--- src/rtl/uart_tx_fifo.sv ---
// Circular byte FIFO feeding the UART transmitter over a valid/ready handshake,
// with an optional idle gap inserted after every transferred byte.
module uart_tx_fifo #(
  parameter int DEPTH      = 16,
  parameter int ADDR_W     = 4,
  parameter int GAP_CYCLES = 0,
  parameter int GAP_W      = 16,
  parameter int AFULL_LVL  = 12
) (
  input  logic              clk,
  input  logic              reset,
  input  logic              wr_en,
  input  logic [7:0]        wr_data,
  input  logic              flush,
  output logic              full,
  output logic              almost_full,
  output logic              empty,
  output logic [ADDR_W:0]   count,
  output logic              overflow,
  output logic              tx_data_valid,
  output logic [7:0]        tx_data,
  input  logic              tx_ready
);

  typedef enum logic [0:0] {S_READY, S_GAP} state_e;

  localparam logic [ADDR_W:0]  DEPTH_C  = (ADDR_W+1)'(DEPTH);
  localparam logic [ADDR_W:0]  AFULL_C  = (ADDR_W+1)'(AFULL_LVL);
  localparam logic [GAP_W-1:0] GAP_LOAD = GAP_W'(GAP_CYCLES - 1);

  state_e              state_q, state_d;
  logic [GAP_W-1:0]    gap_cnt_q, gap_cnt_d;
  logic [ADDR_W-1:0]   rd_ptr_q, rd_ptr_d;
  logic [ADDR_W-1:0]   wr_ptr_q, wr_ptr_d;
  logic [ADDR_W:0]     count_q, count_d;
  logic                overflow_q, overflow_d;
  logic [7:0]          mem_q [DEPTH];
  logic                wr_accept;
  logic                pop;

  assign full          = (count_q == DEPTH_C);
  assign almost_full   = (count_q >= AFULL_C);
  assign empty         = (count_q == '0);
  assign count         = count_q;
  assign overflow      = overflow_q;
  assign tx_data_valid = (state_q == S_READY) && !empty;
  assign tx_data       = mem_q[rd_ptr_q];

  // full is the registered state, so a write while full drops even if a pop frees a slot.
  assign wr_accept = wr_en && !full && !flush;
  assign pop       = tx_data_valid && tx_ready && !flush;

  always_comb begin
    rd_ptr_d   = rd_ptr_q;
    wr_ptr_d   = wr_ptr_q;
    count_d    = count_q;
    overflow_d = overflow_q;
    if (flush) begin
      rd_ptr_d   = '0;
      wr_ptr_d   = '0;
      count_d    = '0;
      overflow_d = 1'b0;
    end else begin
      if (wr_accept) wr_ptr_d = wr_ptr_q + ADDR_W'(1);
      if (pop)       rd_ptr_d = rd_ptr_q + ADDR_W'(1);
      if (wr_en && full) overflow_d = 1'b1;
      case ({wr_accept, pop})
        2'b10:   count_d = count_q + (ADDR_W+1)'(1);
        2'b01:   count_d = count_q - (ADDR_W+1)'(1);
        default: count_d = count_q;
      endcase
    end
  end

  always_comb begin
    state_d   = state_q;
    gap_cnt_d = gap_cnt_q;
    if (flush) begin
      state_d   = S_READY;
      gap_cnt_d = '0;
    end else begin
      case (state_q)
        S_READY: begin
          if (pop && (GAP_CYCLES > 0)) begin
            state_d   = S_GAP;
            gap_cnt_d = GAP_LOAD;
          end
        end
        S_GAP: begin
          if (gap_cnt_q == '0) state_d = S_READY;
          else                 gap_cnt_d = gap_cnt_q - GAP_W'(1);
        end
        default: begin
          state_d   = S_READY;
          gap_cnt_d = '0;
        end
      endcase
    end
  end

  always_ff @(posedge clk or posedge reset) begin
    if (reset) begin
      state_q    <= S_READY;
      gap_cnt_q  <= '0;
      rd_ptr_q   <= '0;
      wr_ptr_q   <= '0;
      count_q    <= '0;
      overflow_q <= 1'b0;
    end else begin
      state_q    <= state_d;
      gap_cnt_q  <= gap_cnt_d;
      rd_ptr_q   <= rd_ptr_d;
      wr_ptr_q   <= wr_ptr_d;
      count_q    <= count_d;
      overflow_q <= overflow_d;
    end
  end

  // Storage is intentionally left out of reset; count gates its visibility.
  always_ff @(posedge clk) begin
    if (wr_accept) mem_q[wr_ptr_q] <= wr_data;
  end

endmodule

--- config.mk ---
export PLATFORM = sky130hd
export DESIGN_NAME = uart_tx_fifo
export DESIGN_NICKNAME = d
export VERILOG_FILES = /design/src/rtl/uart_tx_fifo.sv
export SDC_FILE = /design/constraint.sdc
export NUM_CORES = 1
export LEC_CHECK = 0
export CAP_MARGIN = 15
export CELL_PAD_IN_SITES_DETAIL_PLACEMENT = 0
export CELL_PAD_IN_SITES_GLOBAL_PLACEMENT = 1
export CORE_ASPECT_RATIO = 1.4
export CORE_UTILIZATION = 46
export DETAILED_ROUTE_END_ITERATION = 7
export PLACE_DENSITY = 0.75
export SLEW_MARGIN = 40
export SYNTH_ARGS = -nofsm -noshare
export SYNTH_HDL_FRONTEND = slang
export SYNTH_SLANG_ARGS = --single-unit
--- constraint.sdc ---
create_clock -name clk -period 2.41 [get_ports clk]
set_input_delay 0.482 -clock clk [delete_from_list [all_inputs] [get_ports clk]]
set_output_delay 0.482 -clock clk [all_outputs]
set_load 0.05 [all_outputs]
Word level (Yosys, flattened, before mapping). Memories as Yosys holds them, arrays and structs flattened. Cells that the tools add are included.

Bits of input ports: 13. Memories kept: 1. Word-level logic and storage cells: 51. Output and inout bits: 18. Register bits after elaboration: 31. RAM bits: 128.

Mux-type cells: 16. Add/sub/neg operators: 5. Magnitude comparators: 1. Equality and inequality tests: 4. Reductions and logical operators: 17. Bitwise gates (word level): 1.

Memories: mem_q (words 16, bits a word 8, rd ports 1, clocked after Yosys merged registers in 0, wr ports 1, line 37) `logic [7:0] mem_q [DEPTH];`.

Operators with widths (number): 16-bit two-way mux (3); 16-bit logical NOT (1); 4-bit two-way mux (4); 16-bit by 1-bit subtractor with 16-bit output, second input constant (1); 5-bit case mux with 2 select lines (1); 4-bit by 1-bit adder with 4-bit output, second input constant (2); 2-bit nonzero test (4); 1-bit two-way mux (7); 1-bit logical AND (6); 5-bit by 1-bit adder with 5-bit output, second input constant (1); 5-bit equality test, second input constant (1); 5-bit by 4-bit greater-or-equal comparator with 1-bit output, second input constant (1); 5-bit logical NOT (1); 5-bit two-way mux (1); 5-bit by 1-bit subtractor with 5-bit output, second input constant (1); 1-bit logical NOT (3); 3-bit nonzero test (1); 2-bit by 1-bit equality test with 1-bit output, second input constant (1); 2-bit equality test, second input constant (1); 2-bit != test, second input constant (1); 2-bit AND reduction (1); 1-bit NOT (1).

Depth between registers and ports, before layout. Gate-level depths: netlist of run 1.

Word-level depth: 8. Depth in mapped cells: 10. Gate-level depth less buffers: 9.

Worst setup path before layout of run 1. Ideal clock, no wire load.

Path kind: register -> register. From: register count_q[0] (netlist: count[0]). To: register count_q[4] (netlist: count[4]). Data required time: 2279 ps. Clock period less this slack: 3523 ps. Cell stages (with the launch flop): 10. Arrival time: 3392 ps. Library setup time: 131 ps. Slack: -1113 ps. Path buffers: 1. Cells stage by stage: dfrtp_1 > or4_1 > clkbuf_1 > nor2_1 > o21ai_0 > fa_1 > nor2b_1 > o22a_1 > mux2i_1 > a31oi_1.

Elaborated cells between the ends (all ways): 16. Classes of those cells: 2 x add/sub; 3 x eq/ne; 2 x mux; 9 x reduce/logical.

RTL lines: start, declared (line 35) `logic [ADDR_W:0] count_q, count_d;`; start signal, assigned (line 114) `count_q <= count_d;`; 5-bit equality test (*) (line 41) `assign full = (count_q == DEPTH_C);`; named net full (line 15) `output logic full,`; 1-bit logical NOT (*) (line 50) `assign wr_accept = wr_en && !full && !flush;`; 1-bit logical AND (*) (2 in series) (line 50); 2-bit by 1-bit equality test with 1-bit output / 2-bit equality test (equally long branches) (line 67) `case ({wr_accept, pop})`; 5-bit case mux with 2 select lines (line 67); 5-bit two-way mux (line 58) `if (flush) begin`.

The timed path passes the listed nets; every way through them passes the cells marked *. A chain may end at the register's enable or synchronous reset.

Worst setup path after layout of run 1.
From: register rd_ptr_q[0]. To: output port tx_data[7].

Longest elaborated chain between the ends: 1.

RTL lines: start, declared (line 33) `logic [ADDR_W-1:0] rd_ptr_q, rd_ptr_d;`; start signal, assigned (line 112) `rd_ptr_q <= rd_ptr_d;`; memory 16 x 8 bit; end, declared (line 21) `output logic [7:0] tx_data,`.

No other way between the ends.

==> impl_results.rst, run 1 <==
.. list-table::
   :header-rows: 1

   * - Metric
     - Value
   * - Result of the run
     - finished, violations left
   * - Violations in the final reports
     - setup timing
   * - DP Wirelength
     - 9.192 mm
   * - Internal power component
     - 5.690 mW
   * - Die Width
     - 104.7 µm
   * - Fin nets
     - 534
   * - Post-route DRC violation count
     - 0
   * - Crit path launch type
     - flop
   * - Net Count, Synth
     - 453
   * - Clock buffer count from CTS
     - 17
   * - Number of antenna violations at the first check in global routing
     - 0
   * - Antenna Diode Count
     - 0
   * - Least setup slack across all paths after layout
     - -0.1374 ns
   * - ANT nets after route
     - 0
   * - Category of the critical setup timing path
     - reg2out
   * - Clock transition at path regs
     - 0.06 ns
   * - Power Density
     - 966.7 nW/µm²
   * - Number of distinct library cell variants in the gate-level netlist after synthesis
     - 49
   * - Cell type of the slowest stage on the worst timing path
     - sky130_fd_sc_hd__mux4_2
   * - Clock latency at the later pin of the worst-skew pair
     - 0.42 ns
   * - Count of flip-flops with a built-in enable after synthesis
     - 128
   * - Proportion of register bits with asynchronous set or reset after synthesis
     - 0.1950
   * - Ys flop type
     - sky130_fd_sc_hd__edfxtp_1
   * - Max FO, Critical Path
     - 7
   * - Largest family of logic cells by synthesized area
     - multiplexers
   * - Total power after layout
     - 8.243 mW
   * - Die footprint
     - 15270 µm²
   * - Maximum number of pins on one net before global-route repair
     - 36
   * - Aggregate routed wire length
     - 13.51 mm
   * - Leakage
     - 3.024 nW
   * - Total count of hold-check failures in the final report
     - 0
   * - Count of endpoints failing setup in the final report
     - 8
   * - Maximum frequency from static timing analysis
     - 392.6 MHz
   * - Number of storage elements in the synthesis netlist
     - 159
   * - Via density per instance
     - 5.534
   * - Critical Path, Cell by Cell
     - buf_12 -> buf_12 -> mux4_2 -> a22oi_2 -> nand2_2 -> buf_6
   * - Worst path required time
     - 1.93 ns
   * - H-tree lvl count
     - 4
   * - Number of detailed-routing iterations run before antenna repair
     - 4
   * - Crit path largest cell delay
     - 0.51 ns
   * - Weighted congestion at the end of routability-driven global placement
     - 0.7941
   * - CTS Buffer Depth
     - 2
   * - Final period demand of the worst path
     - 2.547 ns
   * - Simple-gate area share of the yosys netlist
     - 0.09006
   * - Final-layout worst hold slack
     - 0.3890 ns
   * - Share of synthesized cell area in full adder, half adder and majority cells
     - 0.01952
   * - Clock Tree Root
     - sky130_fd_sc_hd__clkbuf_16
   * - Transition time at the pin with the least slew margin
     - 0.7366 ns
   * - Setup Skew
     - 0.01092 ns
   * - Area inside the core boundary
     - 14440 µm²
   * - Starting Density
     - 0.4704
   * - Buf/Inv on CP
     - 3
   * - Mux share of post-synthesis cell area
     - 0.1252
   * - Share of total power in the clock network
     - 0.314
   * - Number of placement rows
     - 52
   * - Final worst-path cycle share
     - 1.057
   * - Area fraction in compound gates after synthesis
     - 0.05893
   * - Via count of the routed design
     - 3946
   * - Final instance count without filler cells
     - 713
   * - Reported net switching power
     - 2.553 mW
   * - Portion of synthesized cell area occupied by the leading cell type
     - 0.5657
   * - Gate count of the mapped netlist
     - 430
   * - Sink count of the clock tree
     - 159
   * - Worst min-delay path class
     - in2async
   * - Largest delay share family, worst path
     - multiplexers
   * - Detailed-route wire length per cell
     - 18.94 µm
   * - Proportion of layout cells with a drive suffix above 1
     - 0.3454
   * - Drt first-iter violations
     - 218
   * - Synth Area in XOR/XNOR
     - 0.007735
   * - Count of placed standard cells including taps
     - 671
   * - Sw Ratio
     - 0.3097
   * - Sequential cell fraction of total power
     - 0.377
   * - Clock tree from TritonCTS
     - built
   * - Worst path arrival time
     - 2.07 ns
   * - Unrepaired setup endpoints after global routing
     - yes
   * - GRT Residual Overflow
     - 0
   * - Portion of total power attributed to combinational logic
     - 0.309
   * - Synth-to-Final Area Change
     - 25.51%
   * - Most common cell in the synthesized netlist
     - sky130_fd_sc_hd__edfxtp_1
   * - Post-synthesis average cell area
     - 15.80 µm²
   * - Vias in the first global route
     - 4070
   * - All-layer global routing usage
     - 0.1872
   * - IO Count
     - 31
   * - Fraction of the yosys area taken by sequential cells
     - 0.6799
   * - Maximum Capacitance Violations
     - 0
   * - Yosys warning total
     - 0
   * - Final count of pins violating max slew
     - 0
   * - Dominant cell type by count on the critical path
     - sky130_fd_sc_hd__buf_12
   * - Most used standard cells in the synthesized netlist
     - sky130_fd_sc_hd__edfxtp_1 (128), sky130_fd_sc_hd__nor2_1 (45), sky130_fd_sc_hd__mux4_2 (32)
   * - Port bufs
     - 30
   * - Kind of end point of the critical path
     - output port
   * - Largest cells by area after synthesis
     - sky130_fd_sc_hd__edfxtp_1 (57%), sky130_fd_sc_hd__dfrtp_1 (11%), sky130_fd_sc_hd__mux4_2 (11%), sky130_fd_sc_hd__nor2_1 (2.5%), sky130_fd_sc_hd__a22oi_1 (1.8%)
   * - First-pass GRT wire length
     - 21.56 mm
   * - Library cell occupying the most area in the post-synthesis netlist
     - sky130_fd_sc_hd__edfxtp_1
   * - Slew Limit Headroom
     - 0.5071
   * - DIE HEIGHT
     - 145.8 µm
   * - Setup tns final
     - -0.7612 ns
   * - Combined area of all synthesized cells
     - 6794 µm²
   * - Peak supply drop
     - 0.9702 mV
-- area by class of cell --
| cell class | instances | area (µm²) |
|---|---|---|
| sequential | 159 | 4624 |
| tap | 189 | 236.5 |
| inverter | 11 | 41.29 |
| clock buffer | 17 | 425.4 |
| fill | 1134 | 5917 |
| timing repair buffer | 81 | 830.8 |
| clock inverter | 15 | 162.7 |
| multi-input combinational | 241 | 2206 |
-- what timing repair did --
action	CTS	global route
pin swaps	1	9
setup endpoints to repair	11	10
hold buffers	0	0
gates resized for setup	22	13
gates cloned	0	3
setup buffers	3	4
-- registers in the layout, summed over array words and instances, names as in the netlist --
| name | cells |
|---|---|
| count | 5 |
| mem_q | 128 |
| state_q | 1 |
| gap_cnt_q | 16 |
| rd_ptr_q | 4 |
| wr_ptr_q | 4 |
| overflow | 1 |
-- per-stage QoR --
stage	utilization	worst slack, ns	cell area (µm²)
2_1_floorplan	-	-0.3267	6863
3_3_place_gp	0.5294	-0.01733	7646
3_5_place_dp	0.5294	-0.09499	7646
4_1_cts	0.5780	-0.1727	8349
5_1_grt	0.5904	-0.1993	8527
6_report	0.5904	-0.1374	8527
-- tightest hold or removal path, stage by stage --
cell and delay [ns]:
sky130_fd_sc_hd__clkdlybuf4s50_1 0.39, sky130_fd_sc_hd__inv_1 0.07, sky130_fd_sc_hd__buf_4 0.24
-- power groups by stage --
stage	Combinational [mW]	Clock, mW	Sequential [mW]
finish	2.55	2.58	3.11
global route	2.71	2.74	3.12
CTS	2.28	2.64	3.12
detailed placement	2.12	0	3.18
global placement	2.11	0	3.18
floorplan	1.39	0	3.25
-- per-layer routing --
layer / vias up / routed length (µm) / share of wire / GRT usage
met4: 0 / 220 / 0.016 / 0.05775
met1: 2008 / 5416 / 0.40 / 0.2187
met2: 67 / 7541 / 0.56 / 0.3434
met3: 17 / 327 / 0.024 / 0.03851
li1: 1854 / - / - / -
met5: - / 0 / 0 / 0
-- path summary, 6_finish.rpt --
path	startpoint	endpoint	slack, ns	depth (start not counted)
hold reg to reg	overflow	overflow	0.52	2
hold / removal	reset	wr_ptr_q[0]	0.39	3
max in group asynchronous	reset	rd_ptr_q[0]	1.81	3
setup reg to reg	count[2]	count[4]	0.05	8
min in group clk	overflow	overflow	0.52	2
setup / recovery	rd_ptr_q[0]	tx_data[7]	-0.14	6
-- cells by family (layout without fill, tap and decap cells) --
group	count (synthesis)	count (layout)
compound gates	58	58
xor+xnor	6	6
fa+ha+maj	10	10
buf+inv	30	124
flops	159	159
mux	44	44
simple gates	123	123
-- cell usage in the layout (no fill, tap or decap), types with 3 or more instances in the layout --
cell type / count
sky130_fd_sc_hd__nor3_1: 5
sky130_fd_sc_hd__clkdlybuf4s50_1: 18
sky130_fd_sc_hd__nand2_2: 8
sky130_fd_sc_hd__mux2i_1: 4
sky130_fd_sc_hd__nand2b_1: 5
sky130_fd_sc_hd__a21oi_1: 12
sky130_fd_sc_hd__inv_6: 4
sky130_fd_sc_hd__or4_1: 4
sky130_fd_sc_hd__buf_12: 7
sky130_fd_sc_hd__dfrtp_2: 4
sky130_fd_sc_hd__ha_1: 8
sky130_fd_sc_hd__xnor2_1: 3
sky130_fd_sc_hd__a22oi_2: 15
sky130_fd_sc_hd__inv_8: 5
sky130_fd_sc_hd__buf_6: 10
sky130_fd_sc_hd__o31ai_1: 4
sky130_fd_sc_hd__mux4_2: 32
sky130_fd_sc_hd__nor2b_1: 7
sky130_fd_sc_hd__edfxtp_1: 128
sky130_fd_sc_hd__mux2_2: 8
sky130_fd_sc_hd__o211ai_1: 4
sky130_fd_sc_hd__clkbuf_16: 20
sky130_fd_sc_hd__nand2_1: 14
sky130_fd_sc_hd__nor4_1: 6
sky130_fd_sc_hd__inv_1: 10
sky130_fd_sc_hd__xor2_1: 3
sky130_fd_sc_hd__nand3_1: 4
sky130_fd_sc_hd__buf_4: 43
sky130_fd_sc_hd__or3_1: 5
sky130_fd_sc_hd__clkinv_8: 3
sky130_fd_sc_hd__nor2_1: 42
sky130_fd_sc_hd__nand4_1: 4
sky130_fd_sc_hd__dfrtp_1: 27
sky130_fd_sc_hd__o21ai_0: 5
(Power assumes the default switching activity.)
==> run 2, diff against run 1 <==
--- a/config.mk
+++ b/config.mk
@@ -9,9 +9,10 @@
 export CELL_PAD_IN_SITES_DETAIL_PLACEMENT = 0
 export CELL_PAD_IN_SITES_GLOBAL_PLACEMENT = 1
 export CORE_ASPECT_RATIO = 1.4
-export CORE_UTILIZATION = 46
+export CORE_UTILIZATION = 49
 export DETAILED_ROUTE_END_ITERATION = 7
-export PLACE_DENSITY = 0.75
+export DONT_BUFFER_PORTS = 1
+export PLACE_DENSITY = 0.76
 export SLEW_MARGIN = 40
 export SYNTH_ARGS = -nofsm -noshare
 export SYNTH_HDL_FRONTEND = slang
==> run 2 against run 1 <==
  * The flow still finishes with violations (setup timing)
  * Wire length is 2.7% higher
  * Cell area down 4.4%
  * Via count fell by 3.7%
  * Largest cell class unchanged
  * Sequential power about the same
  * Worst setup slack gained 0.060 ns
  * Power down 3.0%
  * Combinational power is 14% lower
  * Count of clock-buffer cells in the layout stayed put
  * Critical path depth fell by 1
==> impl_results.rst, run 2 (synthesis results as in run 1) <==
.. list-table::
   :header-rows: 1

   * - Metric
     - Value
   * - Maximum Capacitance Violations
     - 0
   * - Power Density
     - 980.5 nW/µm²
   * - Via count of the routed design
     - 3801
   * - Total power after layout
     - 7.995 mW
   * - Sink count of the clock tree
     - 159
   * - Least setup slack across all paths after layout
     - -0.07716 ns
   * - Leakage
     - 2.825 nW
   * - Synth-to-Final Area Change
     - 20.02%
   * - Violations in the final reports
     - setup timing
   * - Clock latency at the later pin of the worst-skew pair
     - 0.42 ns
   * - Die footprint
     - 14350 µm²
   * - Drt first-iter violations
     - 157
   * - Area of placed instances
     - 7310 µm²
   * - Final period demand of the worst path
     - 2.487 ns
   * - Post-route DRC violation count
     - 0
   * - Global-route track usage on met2
     - 0.3969
   * - Buf/Inv on CP
     - 2
   * - Via density per instance
     - 5.707
   * - Number of detailed-routing iterations run before antenna repair
     - 4
   * - Maximum frequency from static timing analysis
     - 402.1 MHz
   * - Area inside the core boundary
     - 13450 µm²
   * - Number of placement rows
     - 50
   * - Transition time at the pin with the least slew margin
     - 0.7850 ns
   * - DP Wirelength
     - 9.542 mm
   * - Clock Tree Root
     - sky130_fd_sc_hd__clkbuf_16
   * - Largest delay share family, worst path
     - multiplexers
   * - Final worst-path cycle share
     - 1.032
   * - CTS Buffer Depth
     - 2
   * - Port bufs
     - 0
   * - H-tree lvl count
     - 4
   * - Starting Density
     - 0.5051
   * - Unrepaired setup endpoints after global routing
     - yes
   * - DIE HEIGHT
     - 141.3 µm
   * - Critical Path, Cell by Cell
     - buf_12 -> buf_12 -> mux4_2 -> a22oi_2 -> nand2_4
   * - GRT Residual Overflow
     - 0
   * - Detailed-route wire length per cell
     - 20.82 µm
   * - Most frequent standard cell in the layout excluding fill and tap cells
     - sky130_fd_sc_hd__edfxtp_1
   * - Number of antenna violations at the first check in global routing
     - 0
   * - Crit path largest cell delay
     - 0.51 ns
   * - Most crowded layer after global routing
     - met2
   * - Met3 track demand over resource
     - 0.04187
   * - Total count of hold-check failures in the final report
     - 0
   * - Dominant cell type by count on the critical path
     - sky130_fd_sc_hd__buf_12
   * - Count of endpoints failing setup in the final report
     - 8
   * - Kind of end point of the critical path
     - output port
   * - Register name with the most flops
     - mem_q
   * - Fin nets
     - 494
   * - Worst path required time
     - 1.93 ns
   * - Weighted congestion at the end of routability-driven global placement
     - 0.8211
   * - Crit path launch type
     - flop
   * - All-layer global routing usage
     - 0.2121
   * - Worst min-delay path class
     - in2reg
   * - Maximum number of pins on one net before global-route repair
     - 41
   * - Antenna Diode Count
     - 0
   * - Category of the critical setup timing path
     - reg2out
   * - Flip-flop count of the largest register after layout
     - 128
   * - Final count of pins violating max slew
     - 0
   * - Clock tree from TritonCTS
     - built
   * - Slew Limit Headroom
     - 0.4747
   * - Commonest non-fill, non-tap cells in the layout
     - sky130_fd_sc_hd__edfxtp_1 (128), sky130_fd_sc_hd__nor2_1 (42), sky130_fd_sc_hd__mux4_2 (32), sky130_fd_sc_hd__buf_4 (30), sky130_fd_sc_hd__dfrtp_1 (27)
   * - Aggregate routed wire length
     - 13.87 mm
   * - IO Count
     - 31
   * - Setup Skew
     - 0.01071 ns
   * - Worst path arrival time
     - 2.01 ns
   * - Max FO, Critical Path
     - 6
   * - Cell type of the slowest stage on the worst timing path
     - sky130_fd_sc_hd__mux4_2
   * - First-pass GRT wire length
     - 22.07 mm
   * - Result of the run
     - finished, violations left
   * - Final std cell area, no fill
     - 8154 µm²
   * - Met1 usage
     - 0.2357
   * - Clock buffer count from CTS
     - 17
   * - Peak supply drop
     - 0.9610 mV
   * - ANT nets after route
     - 0
   * - Proportion of layout cells with a drive suffix above 1
     - 0.3223
   * - Vias in the first global route
     - 4090
   * - Clock transition at path regs
     - 0.06 ns
   * - Die Width
     - 101.5 µm
run 2: where the power goes:
| part | switching, mW | leakage (nW) | total, mW | internal (mW) |
|---|---|---|---|---|
| Sequential | 0.0687 | 1.57 | 3.12 | 3.05 |
| Clock | 1.06 | 0.286 | 2.68 | 1.62 |
| Combinational | 1.22 | 0.965 | 2.20 | 0.971 |
run 2: layer usage:
metal | part of all wire | up-vias
li1 | - | 1770
met1 | 0.38 | 1954
met2 | 0.58 | 59
met3 | 0.029 | 18
met4 | 0.016 | 0
met5 | 0 | -
run 2: per-stage QoR:
stage | util | hold slack [ns] | worst slack (ns) | std cells | setup TNS (ns)
finish | 0.6062 | 0.1355 | -0.07716 | 666 | -0.5476
global route | 0.6062 | 0.1231 | -0.1381 | 666 | -0.9716
CTS | 0.6025 | 0.1058 | -0.1632 | 664 | -1.135
detailed placement | 0.5434 | 0.4223 | 0.01506 | 628 | 0
global placement | 0.5434 | 0.4236 | 0.05057 | 628 | 0
floorplan | - | 0.5434 | -0.3267 | 430 | -0.9319
run 2: worst reg2reg max path: stages, from the launching register on:
cell                      delay [ns]
sky130_fd_sc_hd__dfrtp_2        0.41
sky130_fd_sc_hd__or4_4          0.57
sky130_fd_sc_hd__nor2_4         0.11
sky130_fd_sc_hd__o21ai_2        0.08
sky130_fd_sc_hd__fa_2           0.39
sky130_fd_sc_hd__nor2b_4        0.14
sky130_fd_sc_hd__o22a_1         0.20
sky130_fd_sc_hd__mux2i_1        0.20
sky130_fd_sc_hd__a31oi_1        0.09
run 2: cell type report:
type	instances	area (µm²)
clock inverter	15	170.2
timing repair buffer	41	414.1
inverter	11	41.29
multi-input combinational	241	2251
sequential	159	4624
tap	182	227.7
fill	1003	5296
clock buffer	17	425.4
run 2: worst paths after layout:
check                      depth (start not counted)           end  slack, ns    startpoint
max in group asynchronous                          3   wr_ptr_q[1]       1.32         reset
setup / recovery                                   5    tx_data[4]      -0.08   rd_ptr_q[0]
setup reg to reg                                   8      count[4]       0.09      count[1]
min in group asynchronous                          2      count[3]       0.54         reset
hold / removal                                     1      overflow       0.14         flush
hold reg to reg                                    2  gap_cnt_q[5]       0.57  gap_cnt_q[5]
run 2: what timing repair did:
item,CTS,global route
pin swaps,12,13
gates cloned,1,1
endpoints found under the hold margin,10,0
gates resized for setup,30,5
setup buffers,2,2
hold buffers,1,0
setup endpoints to repair,11,11
==> run 3, diff against run 2 <==
--- a/config.mk
+++ b/config.mk
@@ -5,6 +5,7 @@
 export SDC_FILE = /design/constraint.sdc
 export NUM_CORES = 1
 export LEC_CHECK = 0
+export ABC_AREA = 0
 export CAP_MARGIN = 15
 export CELL_PAD_IN_SITES_DETAIL_PLACEMENT = 0
 export CELL_PAD_IN_SITES_GLOBAL_PLACEMENT = 1
==> results of run 3 <==
No change in the layout: final DEF, timing and power equal those of run 2.
==> edit 1, RTL diff (flow settings as in run 2) <==
`DEPTH`: 16 -> 64.
--- a/src/rtl/uart_tx_fifo.sv
+++ b/src/rtl/uart_tx_fifo.sv
@@ -3,3 +3,3 @@
 module uart_tx_fifo #(
-  parameter int DEPTH      = 16,
+  parameter int DEPTH      = 64,
   parameter int ADDR_W     = 4,
Behaviour: not the same (a bounded check fails within 4 cycles, from zero or initial values and one cycle with reset high).
==> edit 1 against run 2 <==
The run still ends with setup timing left. Area after synthesis rose by 0.90%. Largest cell class unchanged. Utilization barely moved. Total power fell by 11%. Final area rose by 0.43%. Synthesized cell count fell by 0.70%. Clock power barely moved. Largest power group unchanged. Routed wire length fell by 0.18%. Sequential share of layout area fell by 0.23 points. Sequential cell count did not move. Critical endpoint is now tx_data[7]. Count of clock-buffer cells in the layout did not move. Worst setup slack got worse by 0.12 ns. Cell count fell by 1.4%.
==> edit 1: results (changes against run 2) <==
- Result of the run: complete, but fails checks (unchanged).
- Violated checks: setup timing (unchanged).
- The mean routed wirelength per cell is 21.07 um (was 20.82 um).
- Top post-synthesis cells by area: sky130_fd_sc_hd__edfxtp_1 (56%), sky130_fd_sc_hd__dfrtp_1 (11%), sky130_fd_sc_hd__mux4_2 (11%) (was sky130_fd_sc_hd__edfxtp_1 (57%), sky130_fd_sc_hd__dfrtp_1 (11%), sky130_fd_sc_hd__mux4_2 (11%)).
- The half-perimeter wire length after detailed placement is 9062 um (was 9542 um).
- The met2 capacity usage during global routing is 37.23% (was 39.69%).
- The weighted congestion at the end of routability-driven global placement was 0.8117 (was 0.8211).
- The peak ir drop on the vdd network was 0.6997 mV (was 0.9610 mV).
- The routed wire length is 13,840 um (was 13,870 um).
- The static leakage power is 2.832 nW (was 2.825 nW).
- The slack of the critical path is -0.2015 ns (was -0.07716 ns).
- The worst setup path endpoint is tx_data[7] (was tx_data[4]).
- The number of instances in the synthesized netlist is 427 (was 430).
- The number of failing setup endpoints in the final timing report is 8 (unchanged).
- The slack of the worst reg-to-reg path came to 0.01 ns (was 0.09 ns).
- The type of the tightest min-delay check is primary input to async pin (was primary input to flop).
- The via count is 3,806 (was 3,801).
- The slew at the pin closest to its max-slew limit is 0.6769 ns (was 0.7850 ns).
- The switching share of total power is 26.77% (was 29.42%).
- The number of violations reported at the end of detailed-routing iteration 0 was 144 (was 157).
- The met3 global-route usage is 5.206% (was 4.187%).
- The largest net degree at the start of global routing is 38 (was 41).
- The post-synthesis sequential area ratio came to 67.38% (was 67.99%).
- The origin of the critical flop-to-flop path is count[3]$_DFFE_PP0P_ (was count[1]$_DFFE_PP0P_).
- The clock tree skew after final layout was 0.01173 ns (was 0.01071 ns).
- Most used standard cells in the synthesized netlist: sky130_fd_sc_hd__edfxtp_1 (128), sky130_fd_sc_hd__mux4_2 (32), sky130_fd_sc_hd__nor2_1 (32) (was sky130_fd_sc_hd__edfxtp_1 (128), sky130_fd_sc_hd__nor2_1 (45), sky130_fd_sc_hd__mux4_2 (32)).
- The number of fill cells is 1,058 (was 1,003).
- The net total in the final layout is 486 (was 494).
- The distinct cell type count of the synthesized netlist was 59 (was 49).
- The global-route wire length before repair is 21,810 um (was 22,070 um).
- The endpoint arrival time on the critical path came to 2.13 ns (was 2.01 ns).
- The biggest fanout along the worst timing path is 5 (was 6).
- The count of cells along the worst register-to-register path is 9 (was 8).
==> edit 1: cell types whose count changed in the layout (fill, tap and decap cells not counted), moves of 5 or more <==
cell                             run 2  this run
sky130_fd_sc_hd__buf_4              30        20
sky130_fd_sc_hd__buf_6               3        13
sky130_fd_sc_hd__mux2_2              8         2
sky130_fd_sc_hd__nand2_1            14        22
sky130_fd_sc_hd__nand2_4             8         0
sky130_fd_sc_hd__nor2_1             42        19
sky130_fd_sc_hd__nor2_2              1        13
sky130_fd_sc_hd__nor3_4              0         5
sky130_fd_sc_hd__nor4_1              6         1
==> edit 1: cell type report <==
cell class	instances	area share (%)
Clock buffer	17	5.195
Clock inverter	14	2.093
Inverter	11	0.5042
Multi-Input combinational cell	235	28.04
Sequential cell	159	56.49
Tap cell	182	2.781
Timing Repair Buffer	39	4.905
==> edit 1: metrics by stage <==
| step | utilization [%] | TNS, ns | setup slack [ns] | power [W] |
|---|---|---|---|---|
| 6_report | 60.60 | -1.211 | -0.2015 | 0.007087 |
| 5_1_grt | 60.60 | -2.076 | -0.2612 | 0.007331 |
| 4_1_cts | 60.23 | -1.568 | -0.2129 | 0.007156 |
| 3_5_place_dp | 54.10 | -0.06570 | -0.06570 | 0.004270 |
| 3_3_place_gp | 54.10 | -0.001790 | -0.001790 | 0.004255 |
| 2_1_floorplan | - | -0.4267 | -0.2840 | 0.003965 |
==> edit 1: kinds of logic after synthesis <==
family | Yosys count | share of synthesized area [%]
AO/OA/AOI/OAI | 64 | 6.680
XOR/XNOR | 9 | 1.150
adder cells (fa/ha/maj) | 10 | 1.935
buffers and inverters | 33 | 2.099
flip-flops | 159 | 67.38
multiplexers | 39 | 11.61
AND/OR/NAND/NOR | 113 | 9.144
==> edit 1: repair_timing <==
action	4_1_cts	5_1_grt
pin swaps	10	10
cloned	1	0
hold buffers	0	0
endpoints found under the setup margin	14	85
setup buffers	6	1
gates resized for setup	35	17
==> edit 1: power by group through the flow <==
stage | Sequential, W | Clock, W | Combinational, W
CTS | 0.00306 | 0.00273 | 0.00136
detailed placement | 0.00312 | 0 | 0.00115
floorplan | 0.00315 | 0 | 0.000819
finish | 0.00306 | 0.00269 | 0.00134
global placement | 0.00311 | 0 | 0.00114
global route | 0.00307 | 0.00284 | 0.00142
==> edit 1: routing by layer <==
layer,wire length [um],vias up,share of wire (%)
met3,831,10,6.0
met1,5278,1930,38
li1,-,1749,-
met2,7475,117,54
met5,0,-,0
met4,257,0,1.9
==> edit 1: worst max-delay path, delay by kind of cell (launching register included) <==
family / cells / cell delay, ns
mux: 1 / 0.52
compound gates: 1 / 0.26
flops: 1 / 0.45
simple gates: 1 / 0.12
buf+inv: 2 / 0.37
==> edit 2, RTL diff (settings of run 2) <==
Without the edit above. Register the output `count` once more, with the module's reset; this adds one clock of latency there. The other outputs are not delayed to match.
--- a/src/rtl/uart_tx_fifo.sv
+++ b/src/rtl/uart_tx_fifo.sv
@@ -43,3 +43,9 @@
   assign empty         = (count_q == '0);
-  assign count         = count_q;
+  always_ff @(posedge clk or posedge reset) begin
+    if (reset) begin
+      count <= '0;
+    end else begin
+      count <= count_q;
+    end
+  end
   assign overflow      = overflow_q;
Function: changed (a bounded check fails within 4 cycles, from zero or initial values and one cycle with reset high).
==> edit 2 against run 2 <==
Routed wire length increased by 4.6%. Total power is 6.2% higher. Highest routed layer unchanged. Worst setup slack worse by 0.052 ns. Synthesized cell count up 2.3%. Global-route usage grew 0.72 points. Combinational power grew 21%. Area after synthesis grew 2.1%. The flow still finishes with violations (setup timing). Critical path depth is the same. Sequential cell count increased by 5. Sequential share of layout area fell by 0.35 points. Critical endpoint is now tx_data[7]. Final area increased by 3.3%. Sequential power increased by 8.3%.
==> edit 2: results (changes against run 2) <==
- The net total in the final layout is 517 (was 494).
- The peak ir drop on the vdd network was 0.8270 mV (was 0.9610 mV).
- The post-detailed-placement cell area was 7463 sq um (was 7310 sq um).
- The relative max-transition margin is 43.93% (was 47.47%).
- The total global-route track usage is 21.93% (was 21.21%).
- The placement-stage worst setup slack is -0.1734 ns (was 0.01506 ns).
- The type of the tightest min-delay check is primary input to async pin (was primary input to flop).
- The fraction of final layout cells with drive strength greater than 1 is 35.31% (was 32.23%).
- The mean routed wirelength per cell is 20.97 um (was 20.82 um).
- Violated checks: setup timing (unchanged).
- The global-route wire length before repair came to 22,940 um (was 22,070 um).
- The origin of the critical flop-to-flop path is count_q[1]$_DFFE_PP0P_ (was count[1]$_DFFE_PP0P_).
- The post-synthesis sequential area ratio is 68.41% (was 67.99%).
- The number of instances in the synthesized netlist is 440 (was 430).
- The net count after synthesis is 463 (was 453).
- The number of instances in the placed design is 647 (was 628).
- The half-perimeter wire length after detailed placement came to 9288 um (was 9542 um).
- The number of failing setup endpoints in the final timing report came to 8 (unchanged).
- The number of violations reported at the end of detailed-routing iteration 0 is 154 (was 157).
- Result of the run: complete, but fails checks (unchanged).
- Top post-synthesis cells by area: sky130_fd_sc_hd__edfxtp_1 (55%), sky130_fd_sc_hd__dfrtp_1 (13%), sky130_fd_sc_hd__mux4_2 (10%) (was sky130_fd_sc_hd__edfxtp_1 (57%), sky130_fd_sc_hd__dfrtp_1 (11%), sky130_fd_sc_hd__mux4_2 (11%)).
- The number of fill cells is 1,040 (was 1,003).
- The slack of the critical path came to -0.1293 ns (was -0.07716 ns).
- Most used standard cells in the synthesized netlist: sky130_fd_sc_hd__edfxtp_1 (128), sky130_fd_sc_hd__nor2_1 (44), sky130_fd_sc_hd__dfrtp_1 (36) (was sky130_fd_sc_hd__edfxtp_1 (128), sky130_fd_sc_hd__nor2_1 (45), sky130_fd_sc_hd__mux4_2 (32)).
- The achievable clock frequency is 393.8 MHz (was 402.1 MHz).
edit 2: worst paths after layout:
| check | endpoint | slack, ns | cells after the start |
|---|---|---|---|
| hold reg to reg | count[1]$_DFF_PP0_ | 0.54 | 1 |
| max in group asynchronous | rd_ptr_q[0]$_DFFE_PP0P_ | 2.00 | 2 |
| hold / removal | gap_cnt_q[0]$_DFFE_PP0P_ | 0.05 | 2 |
| min in group clk | gap_cnt_q[3]$_DFFE_PP0P_ | 0.11 | 1 |
| setup / recovery | tx_data[7] | -0.13 | 5 |
| setup reg to reg | count_q[4]$_DFFE_PP0P_ | 0 | 9 |
edit 2: metal layers:
metal	wire, um	share of wire, %	vias up	track usage (%)
met5	0	0	-	0
met4	255	1.8	0	8.120
met3	579	4.0	17	4.748
met2	8084	56	103	39.47
met1	5591	39	2023	25.13
li1	-	-	1833	-
edit 2: cell type report:
cell class	instances	area [sq um]	share of cell area (%)
Sequential cell	164	4746	56.36
Timing Repair Buffer	53	529.3	6.285
Tap cell	185	231.5	2.749
Clock buffer	18	429.2	5.097
Clock inverter	14	103.9	1.233
Multi-Input combinational cell	243	2322	27.58
Inverter	15	58.81	0.6984
edit 2: timing repair:
item	in CTS	in global routing
cloned	3	0
resized for setup	53	10
endpoints found under the setup margin	14	14
pin swaps	28	10
buffers inserted	10	2
edit 2: cells by family (layout without fill, tap and decap cells):
kind of cell    Yosys count  in the layout  share of synthesized area (%)
buf+inv                  33            100                          1.858
xor+xnor                  5              5                         0.6315
compound gates           53             53                          5.286
simple gates            132            132                          9.778
fa+ha+maj                10             10                          1.912
mux                      43             43                          12.12
flops                   164            164                          68.41
edit 2: report_power, final:
part	switching, W	internal [W]	total [W]
combinational	0.00137	0.00130	0.00267
sequential	0.000209	0.00317	0.00338
clock	0.00112	0.00133	0.00245
total	0.00270	0.00580	0.00849
edit 2: stage by stage:
step | power [W] | setup TNS, ns
2_1_floorplan | 0.004896 | -0.1874
3_3_place_gp | 0.005447 | -0.09511
3_5_place_dp | 0.005471 | -0.2246
4_1_cts | 0.008436 | -0.9616
5_1_grt | 0.008808 | -1.445
6_report | 0.008495 | -0.7814
